==> src/rtl/prbs_pkg.sv <==
// Shared types, tap constants and helpers for the PRBS pattern generator.
// Provides: state_t, mode_t, tap_a/tap_b/len_mask/seed_fix.
package prbs_pkg;

    typedef enum logic [1:0] {
        ST_IDLE = 2'd0,
        ST_PATT = 2'd1,
        ST_PRBS = 2'd2
    } state_t;

    typedef enum logic [1:0] {
        MODE_PRBS7  = 2'd0,
        MODE_PRBS15 = 2'd1,
        MODE_PRBS23 = 2'd2,
        MODE_PRBS31 = 2'd3
    } mode_t;

    localparam logic [4:0] TAP7_A  = 5'd7;
    localparam logic [4:0] TAP7_B  = 5'd6;
    localparam logic [4:0] TAP15_A = 5'd15;
    localparam logic [4:0] TAP15_B = 5'd14;
    localparam logic [4:0] TAP23_A = 5'd23;
    localparam logic [4:0] TAP23_B = 5'd18;
    localparam logic [4:0] TAP31_A = 5'd31;
    localparam logic [4:0] TAP31_B = 5'd28;

    // The high tap equals the polynomial order L.
    function automatic logic [4:0] tap_a(mode_t m);
        unique case (m)
            MODE_PRBS7:  return TAP7_A;
            MODE_PRBS15: return TAP15_A;
            MODE_PRBS23: return TAP23_A;
            default:     return TAP31_A;
        endcase
    endfunction

    function automatic logic [4:0] tap_b(mode_t m);
        unique case (m)
            MODE_PRBS7:  return TAP7_B;
            MODE_PRBS15: return TAP15_B;
            MODE_PRBS23: return TAP23_B;
            default:     return TAP31_B;
        endcase
    endfunction

    // Low-L-bit mask; for L=31 the shift wraps to 0 and the subtract gives all ones.
    function automatic logic [30:0] len_mask(mode_t m);
        logic [30:0] one;
        one = 31'd1;
        return (one << tap_a(m)) - 31'd1;
    endfunction

    // An all-zero LFSR never leaves zero, so substitute all ones.
    function automatic logic [30:0] seed_fix(logic [30:0] s, mode_t m);
        logic [30:0] masked;
        masked = s & len_mask(m);
        return (masked == '0) ? len_mask(m) : masked;
    endfunction

endpackage

==> src/rtl/prbs_pattern_gen_if.sv <==
// Output stream handshake of the PRBS pattern generator.
// Signals: out_valid, out_ready, out_data[DATA_W], phase (0=pattern, 1=PRBS).
interface prbs_pattern_gen_if #(
    parameter int DATA_W = 8
);
    logic              out_valid;
    logic              out_ready;
    logic [DATA_W-1:0] out_data;
    logic              phase;

    modport master (
        output out_valid,
        output out_data,
        output phase,
        input  out_ready
    );

    modport slave (
        input  out_valid,
        input  out_data,
        input  phase,
        output out_ready
    );
endinterface

==> src/rtl/prbs_lfsr_step.sv <==
// Combinational DATA_W-step Fibonacci LFSR advance.
// Ports: state/mode in; state_next and packed word (first bit in MSB) out.
module prbs_lfsr_step
    import prbs_pkg::*;
#(
    parameter int DATA_W = 8
) (
    input  logic [30:0]       state,
    input  mode_t             mode,
    output logic [30:0]       state_next,
    output logic [DATA_W-1:0] word
);

    logic [4:0]  ia;
    logic [4:0]  ib;
    logic [30:0] mask;

    assign ia   = tap_a(mode) - 5'd1;
    assign ib   = tap_b(mode) - 5'd1;
    assign mask = len_mask(mode);

    always_comb begin
        logic [30:0] s;
        logic        nb;
        s    = state;
        nb   = 1'b0;
        word = '0;
        for (int i = 0; i < DATA_W; i++) begin
            nb = s[ia] ^ s[ib];
            s  = {s[29:0], nb} & mask;
            word[DATA_W-1-i] = nb;
        end
        state_next = s;
    end

endmodule

==> src/rtl/prbs_pattern_gen.sv <==
// Burst generator: n repetitions of a preamble pattern, then endless PRBS.
// Ports: clk, arst, start, stop, n, pattern, mode, seed, dout (stream), busy.
module prbs_pattern_gen
    import prbs_pkg::*;
#(
    parameter int DATA_W   = 8,
    parameter int PATT_NUM = 4,
    parameter int CNT_W    = 5
) (
    input  logic                       clk,
    input  logic                       arst,
    input  logic                       start,
    input  logic                       stop,
    input  logic [CNT_W-1:0]           n,
    input  logic [DATA_W*PATT_NUM-1:0] pattern,
    input  logic [1:0]                 mode,
    input  logic [30:0]                seed,
    prbs_pattern_gen_if.master         dout,
    output logic                       busy
);

    localparam int IDX_W = (PATT_NUM > 1) ? $clog2(PATT_NUM) : 1;

    state_t                     state;
    logic [DATA_W*PATT_NUM-1:0] patt_q;
    logic [CNT_W-1:0]           n_q;
    logic [CNT_W-1:0]           rep_cnt;
    mode_t                      mode_q;
    logic [30:0]                lfsr;
    logic [IDX_W-1:0]           idx;
    logic [IDX_W-1:0]           idx_inc;
    logic [DATA_W-1:0]          next_word;

    logic [30:0]       step_in;
    mode_t             step_mode;
    logic [30:0]       step_next;
    logic [DATA_W-1:0] step_word;
    logic              xfer;

    assign busy    = (state != ST_IDLE);
    assign xfer    = dout.out_valid & dout.out_ready;
    assign idx_inc = idx + IDX_W'(1);

    // In IDLE the step unit works on the incoming seed so an n==0 start
    // can present its first PRBS word on the very next cycle.
    assign step_mode = (state == ST_IDLE) ? mode_t'(mode) : mode_q;
    assign step_in   = (state == ST_IDLE) ? seed_fix(seed, mode_t'(mode))
                                          : lfsr;

    always_comb begin
        next_word = '0;
        for (int k = 0; k < PATT_NUM; k++) begin
            if (idx_inc == IDX_W'(k)) begin
                next_word = patt_q[DATA_W*k +: DATA_W];
            end
        end
    end

    prbs_lfsr_step #(
        .DATA_W(DATA_W)
    ) u_step (
        .state     (step_in),
        .mode      (step_mode),
        .state_next(step_next),
        .word      (step_word)
    );

    always_ff @(posedge clk or posedge arst) begin
        if (arst) begin
            state          <= ST_IDLE;
            dout.out_valid <= 1'b0;
            dout.out_data  <= '0;
            dout.phase     <= 1'b0;
            patt_q         <= '0;
            n_q            <= '0;
            rep_cnt        <= '0;
            mode_q         <= MODE_PRBS7;
            lfsr           <= '0;
            idx            <= '0;
        end else begin
            unique case (state)
                ST_IDLE: begin
                    if (start && !stop) begin
                        patt_q         <= pattern;
                        n_q            <= n;
                        mode_q         <= mode_t'(mode);
                        rep_cnt        <= '0;
                        idx            <= '0;
                        dout.out_valid <= 1'b1;
                        if (n != '0) begin
                            state         <= ST_PATT;
                            dout.out_data <= pattern[DATA_W-1:0];
                            dout.phase    <= 1'b0;
                            lfsr          <= step_in;
                        end else begin
                            state         <= ST_PRBS;
                            dout.out_data <= step_word;
                            dout.phase    <= 1'b1;
                            lfsr          <= step_next;
                        end
                    end
                end
                ST_PATT, ST_PRBS: begin
                    if (stop) begin
                        state          <= ST_IDLE;
                        dout.out_valid <= 1'b0;
                        dout.out_data  <= '0;
                        dout.phase     <= 1'b0;
                    end else if (xfer) begin
                        if (state == ST_PRBS) begin
                            dout.out_data <= step_word;
                            lfsr          <= step_next;
                        end else if (idx != IDX_W'(PATT_NUM - 1)) begin
                            idx           <= idx_inc;
                            dout.out_data <= next_word;
                        end else if (rep_cnt == n_q - CNT_W'(1)) begin
                            state         <= ST_PRBS;
                            dout.out_data <= step_word;
                            dout.phase    <= 1'b1;
                            lfsr          <= step_next;
                        end else begin
                            rep_cnt       <= rep_cnt + CNT_W'(1);
                            idx           <= '0;
                            dout.out_data <= patt_q[DATA_W-1:0];
                        end
                    end
                end
                default: begin
                    state          <= ST_IDLE;
                    dout.out_valid <= 1'b0;
                end
            endcase
        end
    end

endmodule
==> src/flat_wrapper.sv <==
// flat-port wrapper written by rule: the top's interface ports become plain ports
module prbs_pattern_gen_flat import prbs_pkg::*;
#(
    parameter int DATA_W   = 8,
    parameter int PATT_NUM = 4,
    parameter int CNT_W    = 5
)
  (clk, arst, start, stop, n, pattern, mode, seed, busy, dout_out_valid, dout_out_data, dout_phase, dout_out_ready);
  prbs_pattern_gen_if #(.DATA_W(DATA_W)) dout_i ();
  input  logic clk;
  input  logic arst;
  input  logic start;
  input  logic stop;
  input  logic [CNT_W-1:0] n;
  input  logic [DATA_W*PATT_NUM-1:0] pattern;
  input  logic [1:0] mode;
  input  logic [30:0] seed;
  output logic busy;
  output wire logic [$bits(dout_i.out_valid)-1:0] dout_out_valid;
  output wire logic [$bits(dout_i.out_data)-1:0] dout_out_data;
  output wire logic [$bits(dout_i.phase)-1:0] dout_phase;
  input wire logic [$bits(dout_i.out_ready)-1:0] dout_out_ready;
  assign dout_out_valid = dout_i.out_valid;
  assign dout_out_data = dout_i.out_data;
  assign dout_phase = dout_i.phase;
  assign dout_i.out_ready = dout_out_ready;
  prbs_pattern_gen #(.DATA_W(DATA_W), .PATT_NUM(PATT_NUM), .CNT_W(CNT_W)) u_core (.clk(clk), .arst(arst), .start(start), .stop(stop), .n(n), .pattern(pattern), .mode(mode), .seed(seed), .dout(dout_i), .busy(busy));
endmodule
==> config.mk <==
export PLATFORM = sky130hd
export DESIGN_NAME = prbs_pattern_gen_flat
export DESIGN_NICKNAME = d
export VERILOG_FILES = /design/src/rtl/prbs_pkg.sv /design/src/rtl/prbs_pattern_gen_if.sv /design/src/rtl/prbs_lfsr_step.sv /design/src/rtl/prbs_pattern_gen.sv /design/src/flat_wrapper.sv
export SDC_FILE = /design/constraint.sdc
export NUM_CORES = 1
export LEC_CHECK = 0
export ABC_AREA = 1
export CAP_MARGIN = 20
export CORE_MARGIN = 2
export CORE_UTILIZATION = 45
export CTS_CLUSTER_SIZE = 12
export DETAILED_ROUTE_END_ITERATION = 10
export GPL_TIMING_DRIVEN = 0
export PLACE_DENSITY = 0.67
export RECOVER_POWER = 50
export REMOVE_ABC_BUFFERS = 1
export SLEW_MARGIN = 5
export SYNTH_ARGS = -nofsm -noshare
export SYNTH_HDL_FRONTEND = slang
export SYNTH_SLANG_ARGS = --single-unit
==> constraint.sdc <==
create_clock -name clk -period 7.8 [get_ports clk]
set_clock_uncertainty 0.2 [all_clocks]
set_input_delay 1.56 -clock clk [delete_from_list [all_inputs] [get_ports clk]]
set_output_delay 1.56 -clock clk [all_outputs]
set_load 0.05 [all_outputs]
# Word level (Yosys, flattened, before mapping)
# Cells that the tools add are included.
[classes]
n_addsub = 7
order_cmp = 2
eq_ne = 25
n_shift = 2
n_mux = 91
bitwise = 18
reduce_logical = 19
[ops]
columns = ["op", "count"]
rows = [
  ["31-bit bitwise AND", 9],
  ["31-bit 2-to-1 mux", 9],
  ["8-bit 2-to-1 mux", 11],
  ["1-bit binary-select mux with 5-bit select", 16],
  ["31-bit one-hot mux with 2 select lines", 1],
  ["1-bit by 5-bit left shift with 31-bit output, first input constant", 2],
  ["31-bit by 1-bit subtractor with 31-bit output, second input constant", 2],
  ["5-bit one-hot mux with 3 select lines", 3],
  ["31-bit zero test", 1],
  ["5-bit 2-to-1 mux", 6],
  ["2-bit 2-to-1 mux", 14],
  ["1-bit 2-to-1 mux", 25],
  ["6-bit AND reduction", 3],
  ["8-bit one-hot mux with 2 select lines", 1],
  ["5-bit by 1-bit subtractor with 5-bit output, second input constant", 3],
  ["2-bit != test, second input constant", 7],
  ["5-bit by 6-bit < comparator with 1-bit output, second input constant", 2],
  ["3-bit by 2-bit != test with 1-bit output, second input constant", 4],
  ["2-bit == test, second input constant", 5],
  ["5-bit one-hot mux with 2 select lines", 1],
  ["2-bit by 1-bit == test with 1-bit output, second input constant", 4],
  ["2-bit zero test", 4],
  ["2-bit one-hot mux with 2 select lines", 2],
  ["1-bit bitwise XOR", 8],
  ["17 further kinds", 21],
]
[totals]
register_bits = 89
input_bits = 75
elab_cells = 174

# Longest topological paths before layout
[logic_depth]
ltp_word = 46
depth_mapped = 26
ltp_nobuf = 25

# Cells and area by module
# From an unflattened synthesis, not the netlist that was laid out.
[unflattened]
hier_cells = 1028
area_unflattened_um2 = 6710.2
[modules_own_cells]
columns = ["module", "instances", "cells_per_inst", "area_per_inst_um2", "seq_area_each_um2"]
rows = [
  ["prbs_pattern_gen", 1, 857, 5848.1, 2227.1],
  ["prbs_lfsr_step", 1, 171, 862.1, 0.0],
]

# Least setup slack after synthesis
# Ideal clock, no wire load.
[synth_timing]
path_kind = "input -> register"
startpoint = "in mode[1]"
endpoint = "reg u_core.lfsr[3]"
setup_time_ns = 0.117
arrival_time_ns = 3.676
required_ns = 7.483
setup_slack_ns = 3.807
cell_stages = 22
n_path_buf = 2
path_cell_list = "inv_2 nand2_1 buf_6 ha_1 buf_6 nand2_1 nand2_1 nor2_2 nand3_1 nor2_4 nand3_2 nand2_2 inv_2 o21ai_2 o21ai_1 a22oi_1 nand2_1 or2_1 nand2_1 nand2_1 nand2_1 nand2_1"
[synth_via]
elab_chain_len = 37
[synth_rtl]
columns = ["element", "line_no", "text"]
rows = [
  ["start: declaration", "flat_wrapper.sv:16", "input logic [1:0] mode;"],
  ["2-bit == test, or another cell as far along", "prbs_pkg.sv:29", "unique case (m)"],
  ["5-bit one-hot mux with 3 select lines", "prbs_pkg.sv:29", ""],
  ["1-bit by 5-bit left shift with 31-bit output", "prbs_pkg.sv:50", "return (one << tap_a(m)) - 31'd1;"],
  ["31-bit by 1-bit subtractor with 31-bit output", "prbs_pkg.sv:50", ""],
  ["31-bit bitwise AND", "prbs_pkg.sv:56", "masked = s & len_mask(m);"],
  ["31-bit zero test", "prbs_pkg.sv:57", "return (masked == '0) ? len_mask(m) : masked;"],
  ["31-bit 2-to-1 mux", "prbs_pkg.sv:57", ""],
  ["31-bit 2-to-1 mux", "prbs_pattern_gen.sv:47", "assign step_in = (state == ST_IDLE) ? seed_fix(seed, mode_t'(mode))"],
  ["[... 18 more ...]", "n/a", ""],
  ["1-bit bitwise XOR", "prbs_lfsr_step.sv:29", "nb = s[ia] ^ s[ib];"],
  ["31-bit bitwise AND (4 in series)", "prbs_lfsr_step.sv:30", "s = {s[29:0], nb} & mask;"],
  ["31-bit 2-to-1 mux", "prbs_pattern_gen.sv:116", "end else if (rep_cnt == n_q - CNT_W'(1)) begin"],
  ["31-bit 2-to-1 mux", "prbs_pattern_gen.sv:113", "end else if (idx != IDX_W'(PATT_NUM - 1)) begin"],
  ["31-bit 2-to-1 mux", "prbs_pattern_gen.sv:110", "if (state == ST_PRBS) begin"],
  ["31-bit 2-to-1 mux", "prbs_pattern_gen.sv:109", "end else if (xfer) begin"],
  ["31-bit 2-to-1 mux", "prbs_pattern_gen.sv:104", "if (stop) begin"],
  ["31-bit one-hot mux with 2 select lines *", "prbs_pattern_gen.sv:81", "unique case (state)"],
  ["end signal: assignment", "prbs_pattern_gen.sv:94", "lfsr <= step_in;"],
  ["end signal: assignment", "prbs_pattern_gen.sv:112", "lfsr <= step_next;"],
  ["end signal: assignment", "prbs_pattern_gen.sv:120", "lfsr <= step_next;"],
  ["end: declaration", "prbs_pattern_gen.sv:29", "logic [30:0] lfsr;"],
]
# Every way passes the cells marked *; elsewhere a longest branch is shown, timed or not. The select of a mux whose other input is x is not followed.
# A chain may end at the register's enable or synchronous reset.

# Worst setup path after layout
[layout_timing]
startpoint = "in mode[0]"
endpoint = "reg u_core.lfsr[0]"
[layout_via]
elab_chain_len = 46
[layout_rtl]
columns = ["element", "line_no"]
rows = [
  ["2-bit == test, or another cell as far along", "prbs_pkg.sv:29"],
  ["5-bit one-hot mux with 3 select lines", "prbs_pkg.sv:29"],
  ["1-bit by 5-bit left shift with 31-bit output", "prbs_pkg.sv:50"],
  ["31-bit by 1-bit subtractor with 31-bit output", "prbs_pkg.sv:50"],
  ["31-bit bitwise AND", "prbs_pkg.sv:56"],
  ["31-bit zero test", "prbs_pkg.sv:57"],
  ["31-bit 2-to-1 mux", "prbs_pkg.sv:57"],
  ["31-bit 2-to-1 mux", "prbs_pattern_gen.sv:47"],
  ["[... 30 more ...]", "n/a"],
  ["1-bit bitwise XOR", "prbs_lfsr_step.sv:29"],
  ["31-bit bitwise AND", "prbs_lfsr_step.sv:30"],
  ["31-bit 2-to-1 mux", "prbs_pattern_gen.sv:116"],
  ["31-bit 2-to-1 mux", "prbs_pattern_gen.sv:113"],
  ["31-bit 2-to-1 mux", "prbs_pattern_gen.sv:110"],
  ["31-bit 2-to-1 mux", "prbs_pattern_gen.sv:109"],
  ["31-bit 2-to-1 mux", "prbs_pattern_gen.sv:104"],
  ["31-bit one-hot mux with 2 select lines *", "prbs_pattern_gen.sv:81"],
]
# Marks and branches as above.

==> impl_metrics.env <==
export IMPL_outcome="completed"
export IMPL_cp_end_kind="register"
export IMPL_max_freq_mhz=205
export IMPL_layout_common_cells="nand2_1 (189), inv_1 (96), dfrtp_1 (89)"
export IMPL_diodes=0
export IMPL_cts_num_sinks=89
export IMPL_rsz0062_at_grt="false"
export IMPL_cts_buffers=9
export IMPL_clkTransAtPathRegs_ns=0.06
export IMPL_die_h_um=120
export IMPL_synth_compound_area_frac=0.199
export IMPL_placed_cell_area_um2=7040
export IMPL_cts_max_path_buffers=2
export IMPL_grt_pass1_vias=5600
export IMPL_ctsRootBufferMaster="clkbuf_16"
export IMPL_crit_fanout=11
export IMPL_yosys_area_top_type_share=0.371
export IMPL_drtPass1Iterations=4
export IMPL_worst_pin_slew_ns=1.25
export IMPL_cts_tree="done"
export IMPL_layoutNonFillerInstCount=1091
export IMPL_placedCellCount=1074
export IMPL_rows=42
export IMPL_drive_above_1_share=0.103
export IMPL_ys_seq_elements=89
export IMPL_synthCells=838
export IMPL_fill_cells=1309
export IMPL_final_nets=996
export IMPL_p_per_area_nw_per_um2=472
export IMPL_synthFlopType="dfrtp_1"
export IMPL_setup_viol=0
export IMPL_num_vias=5803
export IMPL_pin_count=86
export IMPL_yosysSeqAreaShare=0.371
export IMPL_r2r_end="u_core.lfsr[30]"
export IMPL_place_gp_congestion=0.991
export IMPL_crit_path_start_kind="primary input"
export IMPL_routed_wl_mm=16.8
export IMPL_final_common_cell="nand2_1"
export IMPL_synthAdderAreaFrac=0.0229
export IMPL_htree_levels=3
export IMPL_grt_ovfl_total=0
export IMPL_reg2reg_from="u_core.state[1]"
export IMPL_period_share=0.625
export IMPL_dp_hpwl_mm=12.6
export IMPL_post_drt_wl_per_cell_um=15.4
export IMPL_hold_viol=0
export IMPL_antenna_found_initial=0
export IMPL_synth_cell_type_count=47
export IMPL_whs_ns=0.276
export IMPL_postCtsHoldBufs=0
export IMPL_synth_edf_count=0
export IMPL_min_path_cells=2
export IMPL_fp_dieW_um=120
export IMPL_syn_area_per_cell_um2=7.17
export IMPL_synth_largest_area_cell="dfrtp_1"
export IMPL_slew_headroom=0.162
export IMPL_synth_area_um2=6010
export IMPL_async_flop_share=1.00
export IMPL_grt_max_degree=64
export IMPL_maxCapViolations=0
export IMPL_crit_type="in2reg"
export IMPL_grt_pass1_wl_mm=27.8
export IMPL_remaining_drc_errors=0
export IMPL_syn_to_final_growth_pct=21.7
export IMPL_hp_class="reg2reg"
export IMPL_synth_top_family_by_area="simple AND/OR/NAND/NOR gates"
export IMPL_postCtsSetupBuffers=0
export IMPL_ant_nets=0
export IMPL_finalCriticalPeriod_ns=4.88
export IMPL_r2r_slack_ns=3.89
export IMPL_fin_util=0.556
export IMPL_cts_resized=0
export IMPL_initial_core_util=0.457
export IMPL_peakVddDrop_mv=0.221
export IMPL_hold_path_startpoint="u_core.lfsr[22]"
export IMPL_die_area_um2=14300
export IMPL_core_area_um2=13100
export IMPL_via_per_inst=5.32
export IMPL_grt_util_all_layers=0.244
export IMPL_port_buffers=85
export IMPL_crit_arrival_ns=4.92
export IMPL_worstHoldEndpoint="u_core.lfsr[22]"
export IMPL_synthSimpleGateAreaFrac=0.262
export IMPL_ys_warnings_count=0
export IMPL_slew_violations=0
export IMPL_worstPathRequired_ns=7.84
export IMPL_drt_iter0_drc=386
export IMPL_setup_tns_ns=0
export IMPL_leakage_nw=3.48
export IMPL_clk_latency_ns=0.35
export IMPL_final_cell_area_um2=7310
export IMPL_synth_mux_area_frac=0.0375
export IMPL_synthTopCellsByArea="dfrtp_1 (37%), nand2_1 (12%), inv_1 (6.1%)"
export IMPL_r2r_cells=10
export IMPL_yosys_area_share_xor_xnor=0.0146
==> Yosys cell counts (5+ instances only) <==
library cell  instances
nor3_1                5
o221ai_1              7
o21ai_1              14
a31oi_1               9
o22ai_1              13
nor2_1               72
nand2_1             189
xnor2_1               5
inv_2                13
buf_2                 8
dfrtp_1              89
a21oi_1              57
nand2_2               5
o21ai_2               5
inv_1                97
nor2_2                5
nand3_1              62
o21ai_0              61
mux2_2               20
a22oi_1               6
o211ai_1              7
ha_1                 11
clkbuf_1             16
or2_2                14
xor2_1                5
==> flip-flops by register name, indices dropped and copies added, names as in the netlist, 2 cells and up <==
register              cells
u_core.patt_q            32
u_core.lfsr              31
u_core.dout.out_data      8
u_core.n_q                5
u_core.rep_cnt            5
u_core.idx                2
u_core.mode_q             2
u_core.state              2
==> through the flow <==
stage / total power [mW] / setup slack (ns)
6_report: 3.45 / 2.92
5_1_grt: 3.78 / 2.52
4_1_cts: 3.44 / 2.96
3_5_place_dp: 3.03 / 2.60
3_3_place_gp: 2.97 / 2.20
2_1_floorplan: 2.39 / 3.67
==> cell type report <==
cell class | count | area, µm² | area share
multi-input combinational | 607 | 3220 | 0.441
timing repair buffer | 90 | 941 | 0.129
clock inverter | 6 | 42.5 | 0.00582
sequential | 89 | 2230 | 0.305
tap | 176 | 220 | 0.0301
inverter | 113 | 425 | 0.0582
clock buffer | 10 | 229 | 0.0313
==> where the power goes <==
group / internal, mW / switching [mW]
Sequential: 0.700 / 0.130
Combinational: 0.774 / 1.44
Clock: 0.217 / 0.190
Total: 1.69 / 1.76
==> worst max path at each step <==
stage / from / to / slack [ns]
after floorplan: mode[1] / u_core.lfsr[3] / 3.67
after global placement: arst / u_core.dout.out_data[3] / 2.20
after detailed placement: mode[0] / u_core.lfsr[0] / 2.60
after CTS: mode[0] / u_core.dout.out_data[5] / 2.96
after global routing: n[1] / u_core.lfsr[30] / 2.52
final: mode[0] / u_core.lfsr[0] / 2.92
==> worst max-delay path: stages <==
cell	delay, ns
clkdlybuf4s50_1	0.52
inv_2	0.09
nand2_1	0.22
ha_1	0.42
nand2_1	0.13
nand2_1	0.07
nor2_2	0.17
nand3_1	0.15
nor2_4	0.18
nand3_2	0.12
nand3_1	0.19
nand2_1	0.13
a21oi_2	0.21
nand2_1	0.08
nand2_1	0.07
nand2_2	0.09
a21oi_1	0.16
nand2_1	0.09
nand2_1	0.07
nand2_1	0.04
nand2_1	0.10
nand2_1	0.05
==> layer usage <==
metal | share of wire | global-route usage
met4 | 0.016 | 0.0647
met1 | 0.45 | 0.322
met2 | 0.47 | 0.407
met3 | 0.060 | 0.0537
met5 | 0 | 0
==> cells by family after synthesis <==
kind of cell | count (synthesis)
DFF | 89
and+or+nand+nor | 364
xor gates and xnor gates | 10
AOI/OAI and AO/OA | 202
buffers and inverters | 142
adders and majority gates | 11
muxes | 20
No activity file was read; power rests on OpenSTA's default activity.
==> RTL edit 1: new RTL, config.mk and constraints unchanged <==
Add an input register stage for `mode`, without a reset; this delays it by one clock. The other inputs are not delayed to match.
--- a/src/rtl/prbs_pattern_gen.sv
+++ b/src/rtl/prbs_pattern_gen.sv
@@ -21,6 +21,12 @@
 
     localparam int IDX_W = (PATT_NUM > 1) ? $clog2(PATT_NUM) : 1;
 
+    logic [1:0] mode_r;
+
+    always_ff @(posedge clk) begin
+        mode_r <= mode;
+    end
+
     state_t                     state;
     logic [DATA_W*PATT_NUM-1:0] patt_q;
     logic [CNT_W-1:0]           n_q;
@@ -43,8 +49,8 @@
 
     // In IDLE the step unit works on the incoming seed so an n==0 start
     // can present its first PRBS word on the very next cycle.
-    assign step_mode = (state == ST_IDLE) ? mode_t'(mode) : mode_q;
-    assign step_in   = (state == ST_IDLE) ? seed_fix(seed, mode_t'(mode))
+    assign step_mode = (state == ST_IDLE) ? mode_t'(mode_r) : mode_q;
+    assign step_in   = (state == ST_IDLE) ? seed_fix(seed, mode_t'(mode_r))
                                           : lfsr;
 
     always_comb begin
@@ -83,7 +89,7 @@
                     if (start && !stop) begin
                         patt_q         <= pattern;
                         n_q            <= n;
-                        mode_q         <= mode_t'(mode);
+                        mode_q         <= mode_t'(mode_r);
                         rep_cnt        <= '0;
                         idx            <= '0;
                         dout.out_valid <= 1'b1;
Function: changed (Yosys sat finds a counterexample within 4 cycles, from zero or initial values and one cycle with arst high).
==> RTL edit 1 against the unedited design <==
- critical path depth decreased by 9
- area after synthesis increased by 0.58%
- sequential power increased by 0.5%
- routed wire length rose by 2.5%
- sequential cell count increased by 2
- sequential share of layout area up 0.29 points
- clock power rose by 5.4%
- global-route usage is 0.57 points higher
- worst setup slack worse by 0.071 ns
- synthesized cell count shrank 2.7%
- count of clock-buffer cells in the layout is the same
- total power is 0.73% lower
- cell area grew 0.84%
- critical path type unchanged
- critical endpoint is now u_core.lfsr[27]$_DFFE_PP0P_
- largest cell class unchanged
- largest power group unchanged
==> RTL edit 1: results (changes against the unedited design) <==
{
  "outcome": {"value": "finished, final reports clean", "change": "unchanged"},
  "grt_pass1_vias": {"value": 5547, "change": "was 5,600"},
  "detail_route.first_pass.iterations": {"value": 6, "change": "was 4"},
  "syn_inst": {"value": 815, "change": "was 838"},
  "final.fill_count": {"value": 1272, "change": "was 1,309"},
  "area_fraction_in_compound_gates_after_synthesis": {"value": 19.51, "unit": "%", "change": "was 19.91%"},
  "fin_nets": {"value": 971, "change": "was 996"},
  "globalRouteMet1Util": {"value": 36.63, "unit": "%", "change": "was 32.24%"},
  "routabilityCongestion": {"value": 0.9641, "change": "was 0.9909"},
  "post_synth_xor_area_fraction": {"value": 1.015, "unit": "%", "change": "was 1.458%"},
  "power_leakage": {"value": 0.003567, "unit": "uW", "change": "was 0.003484 uW"},
  "yosys-mux-area-fraction": {"value": 4.659, "unit": "%", "change": "was 3.749%"},
  "viasPerCell": {"value": 5.515, "change": "was 5.319"},
  "post-dp-hpwl": {"value": 13.00, "unit": "mm", "change": "was 12.64 mm"},
  "drive_gt1_share": {"value": 10.90, "unit": "%", "change": "was 10.27%"},
  "maximum_number_of_pins_on_one_net_before_global_route_repair": {"value": 67, "change": "was 64"},
  "critical_path.slowest_cell": {"value": "clkinv_1", "change": "was clkdlybuf4s50_1"},
  "globalRouteTotalUtil": {"value": 25.00, "unit": "%", "change": "was 24.43%"},
  "met3_length": {"value": 1.115, "unit": "mm", "change": "was 1.014 mm"},
  "initialDrtViolationCount": {"value": 511, "change": "was 386"},
  "grt_first_pass_wirelength": {"value": 28.37, "unit": "mm", "change": "was 27.77 mm"},
  "synth_async_sr_flop_share": {"value": 97.80, "unit": "%", "change": "was 100.0%"},
  "cts_sinks": {"value": 91, "change": "was 89"},
  "layoutNonFillerInstCount": {"value": 1066, "change": "was 1,091"},
  "crit_path_max_fanout": {"value": 22, "change": "was 11"},
  "wl_met1": {"value": 8.180, "unit": "mm", "change": "was 7.575 mm"},
  "max-vdd-ir-drop": {"value": 0.0001888, "unit": "V", "change": "was 0.0002214 V"},
  "synthAdderAreaFrac": {"value": 2.278, "unit": "%", "change": "was 2.291%"},
  "synth_top_cells_by_area": {"value": "dfrtp_1 37%, nand2_1 13%, inv_1 6.2%", "change": "was dfrtp_1 37%, nand2_1 12%, inv_1 6.1%"},
  "synth.cells.most_frequent": {"value": "205 x nand2_1, 99 x inv_1, 89 x dfrtp_1", "change": "was 189 x nand2_1, 97 x inv_1, 89 x dfrtp_1"},
  "grt_util_met2": {"value": 38.29, "unit": "%", "change": "was 40.71%"}
}
==> RTL edit 1: cell count changes in the layout (fill, tap and decap cells not counted), sizes merged, moves of 4 or more <==
cell / unedited run / this run
nand3: 66 / 54
or2: 15 / 10
nand2: 194 / 213
nor2: 79 / 57
a21oi: 59 / 44
a2bb2oi: 2 / 7
mux2: 20 / 25
a31oi: 9 / 2
a22oi: 7 / 11
==> RTL edit 1: per-stage QoR <==
step	setup WS (ns)	hold slack [ns]	utilization, %
after global placement	1.946	0.2483	52.90
after detailed placement	1.928	0.2575	53.60
after floorplan	3.679	0.2345	-
after CTS	2.286	0.2740	55.79
after global routing	2.640	0.3003	55.88
final	2.852	0.2697	55.88
==> RTL edit 1: layout make-up <==
type	count	share of cell area [%]
well taps	176	2.988
repair buffers	90	12.77
clock buffers	10	3.242
multi-input cells	579	43.73
clock inverters	6	0.6620
inverters	114	5.856
flip-flops and latches	91	30.76
==> RTL edit 1: path summary, 6_finish.rpt <==
check | startpoint | to | slack, ns | cells after the start
min in group asynchronous | arst | u_core.mode_q[0]$_DFFE_PP0P_ | 1.69 | 2
hold / removal | u_core.lfsr[21]$_DFFE_PP0P_ | u_core.lfsr[21]$_DFFE_PP0P_ | 0.27 | 2
hold reg to reg | u_core.lfsr[21]$_DFFE_PP0P_ | u_core.lfsr[21]$_DFFE_PP0P_ | 0.27 | 2
setup / recovery | n[0] | u_core.lfsr[27]$_DFFE_PP0P_ | 2.85 | 13
max in group asynchronous | arst | u_core.patt_q[4]$_DFFE_PP0P_ | 4.86 | 3
setup reg to reg | u_core.state[1]$_DFFE_PP0P_ | u_core.lfsr[13]$_DFFE_PP0P_ | 3.77 | 11
==> RTL edit 1: power breakdown <==
group | internal, uW | switching, uW
Combinational | 759 | 1400
Clock | 228 | 202
Sequential | 700 | 134
Total | 1690 | 1740
==> RTL edit 2: new RTL, same flow settings <==
Made on the original files. `DATA_W` is set to 8 in 4 places; all go to 12.
--- a/src/rtl/prbs_pattern_gen_if.sv
+++ b/src/rtl/prbs_pattern_gen_if.sv
@@ -1,7 +1,7 @@
 // Output stream handshake of the PRBS pattern generator.
 // Signals: out_valid, out_ready, out_data[DATA_W], phase (0=pattern, 1=PRBS).
 interface prbs_pattern_gen_if #(
-    parameter int DATA_W = 8
+    parameter int DATA_W = 12
 );
     logic              out_valid;
     logic              out_ready;
--- a/src/rtl/prbs_lfsr_step.sv
+++ b/src/rtl/prbs_lfsr_step.sv
@@ -3,7 +3,7 @@
 module prbs_lfsr_step
     import prbs_pkg::*;
 #(
-    parameter int DATA_W = 8
+    parameter int DATA_W = 12
 ) (
     input  logic [30:0]       state,
     input  mode_t             mode,
--- a/src/rtl/prbs_pattern_gen.sv
+++ b/src/rtl/prbs_pattern_gen.sv
@@ -3,7 +3,7 @@
 module prbs_pattern_gen
     import prbs_pkg::*;
 #(
-    parameter int DATA_W   = 8,
+    parameter int DATA_W   = 12,
     parameter int PATT_NUM = 4,
     parameter int CNT_W    = 5
 ) (
--- a/src/flat_wrapper.sv
+++ b/src/flat_wrapper.sv
@@ -1,7 +1,7 @@
 // flat-port wrapper written by rule: the top's interface ports become plain ports
 module prbs_pattern_gen_flat import prbs_pkg::*;
 #(
-    parameter int DATA_W   = 8,
+    parameter int DATA_W   = 12,
     parameter int PATT_NUM = 4,
     parameter int CNT_W    = 5
 )
Ports: changed (resized dout_out_data and pattern); port bits go from 86 to 106. No check against the original RTL was run, so the function may have changed too.
==> RTL edit 2 against the unedited design <==
- the run now ends with capacitance limit, slew limit left
- total power is 28% higher
- critical endpoint is now u_core.lfsr[24]$_DFFE_PP0P_
- worst hold slack worse by 0.0020 ns
- maximum frequency down 13%
- worst setup slack worse by 0.70 ns
- core utilization decreased by 0.73 points
- routed wire length grew 31%
- area after synthesis is 25% higher
- sequential cell count rose by 20
- critical path depth down 12
- cell area rose by 24%
==> RTL edit 2: results (changes against the unedited design) <==
{
  "outcome": {"value": "finished with violations", "change": "was finished, final reports clean"},
  "failed_checks": {"value": "capacitance limit, slew limit"},
  "crit_start": {"value": "n[0]", "change": "was mode[0]"},
  "synth.cells.most_frequent": {"value": "296 x nand2_1, 114 x inv_1, 109 x dfrtp_1", "change": "was 189 x nand2_1, 97 x inv_1, 89 x dfrtp_1"},
  "routabilityCongestion": {"value": 0.9413, "change": "was 0.9909"},
  "avgRoutedWirePerCell": {"value": 16.05, "unit": "microns", "change": "was 15.43 microns"},
  "post-dp-hpwl": {"value": 16.25, "unit": "mm", "change": "was 12.64 mm"},
  "detail_route.first_pass.iterations": {"value": 6, "change": "was 4"},
  "worstReg2RegEnd": {"value": "u_core.lfsr[24]$_DFFE_PP0P_", "change": "was u_core.lfsr[30]$_DFFE_PP0P_"},
  "grt_first_pass_wirelength": {"value": 35.60, "unit": "mm", "change": "was 27.77 mm"},
  "fmaxAchievable": {"value": 179.2, "unit": "MHz", "change": "was 205.0 MHz"},
  "viasPerCell": {"value": 5.320, "change": "was 5.319"},
  "grt_pass1_vias": {"value": 6861, "change": "was 5,600"},
  "grt_util_met2": {"value": 41.52, "unit": "%", "change": "was 40.71%"},
  "synth_area_per_cell": {"value": 7.007, "unit": "sq um", "change": "was 7.168 sq um"},
  "met2_length": {"value": 10.28, "unit": "mm", "change": "was 7.974 mm"},
  "max_cap_violations": {"value": 1, "change": "was 0"},
  "fin_nets": {"value": 1248, "change": "was 996"},
  "largest_register_ffs": {"value": 48, "change": "was 32"},
  "layout_top_registers": {"value": "u_core.patt_q (48), u_core.lfsr (31), u_core.dout.out_data (12)", "change": "was u_core.patt_q (32), u_core.lfsr (31), u_core.dout.out_data (8)"},
  "maximum_number_of_pins_on_one_net_before_global_route_repair": {"value": 65, "change": "was 64"},
  "wl_met1": {"value": 10.08, "unit": "mm", "change": "was 7.575 mm"},
  "final_max_slew_viol_count": {"value": 49, "change": "was 0"},
  "power_leakage": {"value": 0.004354, "unit": "uW", "change": "was 0.003484 uW"},
  "detailedPlace.worstSlack": {"value": 1.835, "unit": "ns", "change": "was 2.600 ns"}
}
==> RTL edit 2: final cells by class <==
class	count	area [sq um]
fill	1655	7425
multi-input combinational	789	4094
sequential	109	2728
timing repair buffer	111	1156
inverter	126	474.2
tap	220	275.3
clock buffer	10	239.0
clock inverter	6	75.07
==> RTL edit 2: power by group through the flow <==
stage	registers [uW]	clock network [uW]	logic [uW]
2_1_floorplan	1090	0	1970
3_3_place_gp	998	0	2860
3_5_place_dp	1000	0	2900
4_1_cts	997	499	2930
5_1_grt	1030	524	3280
6_report	1000	491	2940
==> RTL edit 2: cell families (layout without fill, tap and decap cells) <==
group	Yosys count	count (layout)	synth area share (%)
fa+ha+maj	11	11	1.831
mux	24	24	3.595
simple gates	516	516	30.24
buf+inv	175	253	9.303
flops	109	109	36.28
xor+xnor	7	7	0.8155
compound gates	231	231	17.94
==> RTL edit 2: critical path: cells and delay by family <==
kind            cells  cell delay, ns
simple gates        6            2.25
compound gates      1            0.18
buf+inv             3            1.65
